$ cat config.mk
export PLATFORM = sky130hd
export DESIGN_NAME = muldiv_unit
export DESIGN_NICKNAME = d
export VERILOG_FILES = /design/src/rtl/muldiv_unit.sv
export SDC_FILE = /design/constraint.sdc
export NUM_CORES = 2
export LEC_CHECK = 0
export ABC_AREA = 1
export CELL_PAD_IN_SITES_DETAIL_PLACEMENT = 0
export CELL_PAD_IN_SITES_GLOBAL_PLACEMENT = 1
export CORE_ASPECT_RATIO = 0.75
export CORE_MARGIN = 8
export CORE_UTILIZATION = 40
export DETAILED_ROUTE_END_ITERATION = 10
export GPL_ROUTABILITY_DRIVEN = 0
export HOLD_SLACK_MARGIN = 0.08
export PLACE_DENSITY = 0.73
export SLEW_MARGIN = 20
export SYNTH_ARGS = -nofsm -noshare
export SYNTH_HDL_FRONTEND = slang
export SYNTH_SLANG_ARGS = --single-unit
$ cat constraint.sdc
create_clock -name clk -period 9.3 [get_ports clk]
set_clock_uncertainty 0.1 [all_clocks]
set_input_delay 1.395 -clock clk [delete_from_list [all_inputs] [get_ports clk]]
set_output_delay 1.395 -clock clk [all_outputs]
set_load 0.02 [all_outputs]
$ cat src/rtl/muldiv_unit.sv
// Multiply/divide unit: pipelined MULT/MULTU with MUL_STAGES latency and an
// iterative restoring divider (one quotient bit per cycle) for DIV/DIVU.
//
// Handshake: a request is accepted on a rising edge where start_valid and
// start_ready are both high; start_ready is high only in IDLE without flush.
// The result appears as a single-cycle res_valid strobe (DONE state); all
// result fields read as zero whenever res_valid is low.
module muldiv_unit #(
    parameter int XLEN       = 32,
    parameter int MUL_STAGES = 2
) (
    input  logic            clk,
    input  logic            rst,
    input  logic            start_valid,
    output logic            start_ready,
    input  logic [1:0]      op,
    input  logic [XLEN-1:0] src_a,
    input  logic [XLEN-1:0] src_b,
    input  logic            flush,
    output logic            busy,
    output logic            res_valid,
    output logic            res_we,
    output logic [XLEN-1:0] res_hi,
    output logic [XLEN-1:0] res_lo,
    output logic            div_zero,
    output logic [1:0]      dbg_state
);

    typedef enum logic [1:0] {
        IDLE = 2'd0,
        MUL  = 2'd1,
        DIV  = 2'd2,
        DONE = 2'd3
    } state_t;

    localparam int CW      = $clog2(XLEN + 1);
    // Product registers between operand capture and DONE; one stage fewer
    // than MUL_STAGES because the operand capture itself is the first cycle.
    localparam int PIPE    = (MUL_STAGES > 1) ? MUL_STAGES - 1 : 1;
    localparam int OUT_IDX = PIPE - 1;

    state_t              state_q, state_d;
    logic [1:0]          op_q, op_d;
    logic [XLEN-1:0]     a_q, a_d;
    logic [XLEN-1:0]     b_q, b_d;
    logic                dz_q, dz_d;
    logic [CW-1:0]       cnt_q, cnt_d;
    logic [XLEN-1:0]     quo_q, quo_d;
    logic [XLEN-1:0]     rem_q, rem_d;
    logic [XLEN-1:0]     dvs_q, dvs_d;
    logic                qneg_q, qneg_d;
    logic                rneg_q, rneg_d;
    logic [2*XLEN-1:0]   prod_q [PIPE];
    logic [2*XLEN-1:0]   prod_d [PIPE];

    logic [2*XLEN-1:0]   ext_a, ext_b, prod_now, prod_out;
    logic                in_signed, a_neg_in, b_neg_in;
    logic [XLEN-1:0]     a_mag, b_mag;
    logic [XLEN:0]       rem_sh, trial;
    logic                trial_ok;
    logic [XLEN-1:0]     div_hi, div_lo;
    logic [XLEN-1:0]     hi_sel, lo_sel;

    assign start_ready = (state_q == IDLE) && !flush;
    assign busy        = (state_q != IDLE);
    assign dbg_state   = state_q;

    // Multiplier datapath works on the captured operands only.
    assign ext_a    = {{XLEN{~op_q[0] & a_q[XLEN-1]}}, a_q};
    assign ext_b    = {{XLEN{~op_q[0] & b_q[XLEN-1]}}, b_q};
    assign prod_now = ext_a * ext_b;
    assign prod_out = (MUL_STAGES == 1) ? prod_now : prod_q[OUT_IDX];

    // Divider operands are reduced to magnitudes at accept time.
    assign in_signed = ~op[0];
    assign a_neg_in  = in_signed & src_a[XLEN-1];
    assign b_neg_in  = in_signed & src_b[XLEN-1];
    assign a_mag     = a_neg_in ? -src_a : src_a;
    assign b_mag     = b_neg_in ? -src_b : src_b;

    assign rem_sh   = {rem_q, quo_q[XLEN-1]};
    assign trial    = rem_sh - {1'b0, dvs_q};
    assign trial_ok = ~trial[XLEN];

    // Most-negative / -1 falls out naturally: magnitude quotient 2^(XLEN-1)
    // with a positive sign wraps back to the most-negative pattern.
    assign div_lo = qneg_q ? -quo_q : quo_q;
    assign div_hi = rneg_q ? -rem_q : rem_q;

    always_comb begin
        hi_sel = '0;
        lo_sel = '0;
        if (!op_q[1]) begin
            hi_sel = prod_out[2*XLEN-1:XLEN];
            lo_sel = prod_out[XLEN-1:0];
        end else if (dz_q) begin
            hi_sel = a_q;
            lo_sel = '1;
        end else begin
            hi_sel = div_hi;
            lo_sel = div_lo;
        end
    end

    always_comb begin
        res_valid = (state_q == DONE) && !flush;
        res_we    = res_valid && !dz_q;
        div_zero  = res_valid && dz_q;
        res_hi    = res_valid ? hi_sel : '0;
        res_lo    = res_valid ? lo_sel : '0;
    end

    always_comb begin
        state_d = state_q;
        op_d    = op_q;
        a_d     = a_q;
        b_d     = b_q;
        dz_d    = dz_q;
        cnt_d   = cnt_q;
        quo_d   = quo_q;
        rem_d   = rem_q;
        dvs_d   = dvs_q;
        qneg_d  = qneg_q;
        rneg_d  = rneg_q;
        prod_d[0] = prod_now;
        for (int i = 1; i < PIPE; i++) begin
            prod_d[i] = prod_q[i-1];
        end

        unique case (state_q)
            IDLE: begin
                if (start_valid && start_ready) begin
                    op_d  = op;
                    a_d   = src_a;
                    b_d   = src_b;
                    dz_d  = 1'b0;
                    cnt_d = '0;
                    if (!op[1]) begin
                        state_d = (MUL_STAGES == 1) ? DONE : MUL;
                    end else if (src_b == '0) begin
                        dz_d    = 1'b1;
                        state_d = DONE;
                    end else begin
                        quo_d   = a_mag;
                        rem_d   = '0;
                        dvs_d   = b_mag;
                        qneg_d  = a_neg_in ^ b_neg_in;
                        rneg_d  = a_neg_in;
                        state_d = DIV;
                    end
                end
            end
            MUL: begin
                cnt_d = cnt_q + 1'b1;
                if (cnt_q == CW'(MUL_STAGES - 2)) begin
                    state_d = DONE;
                end
            end
            DIV: begin
                rem_d = trial_ok ? trial[XLEN-1:0] : rem_sh[XLEN-1:0];
                quo_d = {quo_q[XLEN-2:0], trial_ok};
                cnt_d = cnt_q + 1'b1;
                if (cnt_q == CW'(XLEN - 1)) begin
                    state_d = DONE;
                end
            end
            DONE: begin
                state_d = IDLE;
            end
            default: begin
                state_d = IDLE;
            end
        endcase

        if (flush) begin
            state_d = IDLE;
        end
    end

    always_ff @(posedge clk or posedge rst) begin
        if (rst) begin
            state_q <= IDLE;
            op_q    <= '0;
            a_q     <= '0;
            b_q     <= '0;
            dz_q    <= 1'b0;
            cnt_q   <= '0;
            quo_q   <= '0;
            rem_q   <= '0;
            dvs_q   <= '0;
            qneg_q  <= 1'b0;
            rneg_q  <= 1'b0;
            for (int i = 0; i < PIPE; i++) begin
                prod_q[i] <= '0;
            end
        end else begin
            state_q <= state_d;
            op_q    <= op_d;
            a_q     <= a_d;
            b_q     <= b_d;
            dz_q    <= dz_d;
            cnt_q   <= cnt_d;
            quo_q   <= quo_d;
            rem_q   <= rem_d;
            dvs_q   <= dvs_d;
            qneg_q  <= qneg_d;
            rneg_q  <= rneg_d;
            for (int i = 0; i < PIPE; i++) begin
                prod_q[i] <= prod_d[i];
            end
        end
    end

endmodule

* Yosys cells after proc, flatten, opt, wreduce, memory -nomap -nowiden *
Cells that the tools add are included.

storage, ports and cells
  bits of input ports = 70
  output and inout port bits = 71
  logic and storage cells = 87
  bits in registers = 237

operators by class
  reductions and logical operators = 19
  $add $sub $neg = 6
  bitwise logic cells = 9
  multiply operators = 1
  mux-type cells = 30
  equality and inequality tests = 10

operators by type and width
  cell                                                                   number
  32-bit 2-to-1 mux                                                      17
  32-bit negation                                                        4
  32-bit one-hot mux with 2 select lines                                 2
  33-bit by 33-bit multiplier with 64-bit output                         1
  33-bit by 32-bit subtractor with 33-bit output                         1
  32-bit logical NOT                                                     1
  6-bit one-hot mux with 2 select lines                                  1
  2-bit 2-to-1 mux                                                       5
  2-bit one-hot mux with 4 select lines                                  1
  4-bit AND reduction                                                    2
  6-bit by 1-bit adder with 6-bit output, second input constant          1
  6-bit by 5-bit equality test with 1-bit output, second input constant  1
  6-bit logical NOT                                                      1
  6-bit 2-to-1 mux                                                       1
  3-bit != test, second input constant                                   2
  2-bit nonzero test                                                     3
  1-bit logical AND                                                      5
  1-bit bitwise AND                                                      4
  2-bit equality test, second input constant                             2
  2-bit != test, second input constant                                   2
  1-bit NOT                                                              4
  2-bit AND reduction                                                    2
  1-bit 2-to-1 mux                                                       3
  3-bit by 2-bit != test with 1-bit output, second input constant        1
  other kinds (7)                                                        8

* Longest topological paths before layout *
  depth after elaboration = 7
  depth in mapped cells = 32
  depth with buffers taken out = 30

* Least setup slack after synthesis *
Ideal clock, no wire load.

  path type = register to register
  from = reg a_q[31]
  to = reg prod_q, in the netlist prod_out[55]
  setup time = 0.117 ns
  clock period less this slack = 7.538 ns
  cell stages (with the launch flop) = 25
  required time = 9.083 ns
  path slack = 1.762 ns
  arrival = 7.321 ns
  buffers on the path = 2
  cell sequence = dfrtp_1 -> clkbuf_1 -> clkbuf_1 -> nand2_1 -> nor2_1 -> fa_1 -> fa_1 -> fa_1 -> inv_1 -> fa_1 -> inv_1 -> fa_1 -> fa_1 -> inv_1 -> fa_1 -> fa_1 -> inv_1 -> ha_1 -> nand2_1 -> nor2_1 -> inv_1 -> nor4_1 -> o21ai_0 -> nand4_1 -> nand2_1

RTL lines
  element                         RTL line  RTL
  start: declaration              44        logic [XLEN-1:0] a_q, a_d;
  start signal: assignment        184       a_q <= '0;
  start signal: assignment        199       a_q <= a_d;
  end signal: indexed assignment  209       prod_q[i] <= prod_d[i];
  end: declaration                53        logic [2*XLEN-1:0] prod_q [PIPE];

==> flow_summary.toml <==
[logic_synthesis]
synth_area_leaders = "fa_1, nand2_1, inv_1, dfrtp_1, ha_1"
syn_inst = 7429
synthFlopType = "dfrtp_1"
yosysMostFrequentCell = "nand2_1"
synth_nets = 8879
synth_async_sr_flop_share_pct = 100
yosysWarnings = 0
yosysSeqAreaShare_pct = 10.6
synth_top_area_share_pct = 40.3
syn-cell-area_um2 = 55900
synth_edf_count = 0
synth_area_per_cell_um2 = 7.53
synth_common_cells = "nand2_1, inv_1, fa_1"
synth_top_cell_by_area = "fa_1"
synth_seq_cells = 237
ys_types = 46

[critical_path]
crit_fanout = 19
slowest_delay_ns = 0.79
cp-start-kind = "flip-flop"
end_kind = "flip-flop"
crit_path_frequent_cell = "fa_1"
critPathSlowestCell = "dfrtp_1"
path_buf_inv = 6
cp_data_arrival_time_ns = 8.79
path_class = "flip-flop to flip-flop"
critPathTopFamily = "adder cells"
path_cells = "buf_4 -> nand2_1 -> inv_1 -> fa_1 -> fa_1 -> inv_1 -> fa_1 -> inv_1 -> fa_1 -> fa_1 -> fa_1 -> fa_1 -> inv_1 -> fa_1 -> inv_1 -> ha_1 -> nand2_1 -> nor2_1 -> nand2_1 -> nor2_1 -> nand2_1 -> nand3_1 -> xor2_1"
crit_required_ns = 9.65

[job]
maxCapViolCount = 0

[clock_network]
clock-root-buffer = "clkbuf_16"
clk_latency_ns = 0.65
clk_path_buf_depth = 3
htree_levels = 1
postCtsSetupRepairBufs = 0
path_clk_slew_ns = 0.07
hold_buffers = 0
cts-resized-gates = 0
cts_tree = "done"
cts_sinks = 237
cts_buffers = 28

[sta]
fin_crit_sh_pct = 90.8
finalMaxSlewViolations = 0
fin_setup_tns_ns = 0
rsz0062_at_grt = "false"
finalHoldViolations = 0
fmax_mhz = 118
setup-violations-final = 0
period_needed_ns = 8.44
max_slew_margin_pct = 26.4
worstMarginPinSlew_ns = 1.10

[route]
wl_met3_um = 20600
top_layer_used = "met5"
drc_errors = 0
avgViaCountPerCell = 5.19
vias = 48047
met1Wirelength_um = 95600
wl_met2_um = 80100
routed_wl_um = 201000
drt_iter0_markers = 5294
detail_route.first_pass.iterations = 6
wl_per_cell_um = 21.8
ant_nets = 0

[floorplan]
io_pins = 141
rows = 118
die_w_um = 448
start_util_pct = 40.4
core-area_um2 = 138000
die_h_um = 340
die_area_um2 = 152000

[place]
port_buffers = 140
place_hpwl_um = 171000

[outcome]
status = "finished clean"

[cells_and_area]
syn2layout_area_growth_pct = 7.58
drive_gt1_share_pct = 2.92
final_nets = 8817

[global_route]
overflow = 0
antenna_found_initial = 1
grt_pass1_wl_um = 310000
grt_usage_pct = 26.5
grt_max_degree = 125
grt_pass1_vias = 47799

[worst_hold_path]
holdCritPathClass = "flip-flop to flip-flop"
## worst reg2reg max path: stages (launching register included)
cell     delay [ns]
dfrtp_1        0.79
buf_4          0.43
nand2_1        0.12
inv_1          0.10
fa_1           0.45
fa_1           0.55
inv_1          0.08
fa_1           0.54
inv_1          0.05
fa_1           0.47
fa_1           0.58
fa_1           0.44
fa_1           0.51
inv_1          0.05
fa_1           0.68
inv_1          0.09
ha_1           0.46
nand2_1        0.15
nor2_1         0.25
nand2_1        0.16
nor2_1         0.16
nand2_1        0.07
nand3_1        0.21
xor2_1         0.78
## stage by stage
stage	hold WS [ns]	area (um2)	std cells	worst slack (ns)	util, %
floorplan	0.349	55900	7429	1.30	-
global placement	0.364	59200	9197	0.999	42.8
detailed placement	0.372	59200	9197	0.868	42.8
CTS	0.389	60100	9249	0.818	43.5
global route	0.409	60100	9249	0.233	43.5
finish	0.380	60100	9250	0.858	43.5
## cell type report
| class | count | area, um2 |
|---|---|---|
| Fill cell | 14161 | 78200 |
| Inverter | 1846 | 6940 |
| Tap cell | 1860 | 2330 |
| Timing Repair Buffer | 258 | 2300 |
| Clock buffer | 32 | 736 |
| Multi-Input combinational cell | 4996 | 41700 |
| Antenna cell | 1 | 2.50 |
| Clock inverter | 20 | 235 |
| Sequential cell | 237 | 5940 |
## cell usage in the layout (no fill, tap or decap), types with 23 or more instances in the layout
master,instances
xnor2_1,23
clkdlybuf4s50_1,140
nand2_1,2046
nand3_1,294
a21oi_1,221
o211ai_1,35
nor2_1,419
fa_1,1126
o21ai_0,254
xor2_1,105
ha_1,254
inv_1,1836
nand4_1,48
dfrtp_1,233
buf_4,117
clkbuf_16,28
nor3_1,34
## flip-flops by register name, summed over array words and instances (netlist names)
name / flops
prod_out: 64
a_q: 32
b_q: 32
dz_q: 1
qneg_q: 1
dbg_state: 2
quo_q: 32
rem_q: 32
op_q: 2
rneg_q: 1
cnt_q: 6
dvs_q: 32
## routing by layer
| metal | track usage [%] | vias up |
|---|---|---|
| met1 | 42.7 | 24143 |
| met5 | 0 | - |
| met4 | 5.21 | 2 |
| met3 | 5.29 | 211 |
| met2 | 36.5 | 2235 |
| li1 | - | 21456 |
## kinds of logic (layout without fill, tap and decap cells)
| kind of cell | Yosys count | count (layout) | synth area share (%) |
|---|---|---|---|
| adder cells (fa/ha/maj) | 1380 | 1380 | 46.0 |
| AND/OR/NAND/NOR | 2901 | 2901 | 20.8 |
| flip-flops | 237 | 237 | 10.6 |
| XOR/XNOR | 128 | 128 | 2.01 |
| buffers and inverters | 2196 | 2156 | 14.9 |
| AO/OA/AOI/OAI | 587 | 587 | 5.66 |
| other | 0 | 1 | 0 |
## final timing paths
path                       startpoint      endpoint  slack (ns)  depth (start not counted)
min in group asynchronous         rst     quo_q[12]        1.08                          2
setup reg to reg              b_q[11]  prod_out[29]        0.86                         23
hold reg to reg             quo_q[25]     quo_q[25]        0.38                          2
setup / recovery              b_q[11]  prod_out[29]        0.86                         23
max in group asynchronous         rst        b_q[5]        6.63                          3
hold / removal              quo_q[25]     quo_q[25]        0.38                          2
Power is not shown: default switching activity piles up to over one toggle a cycle in this logic, so the estimate is an artifact.
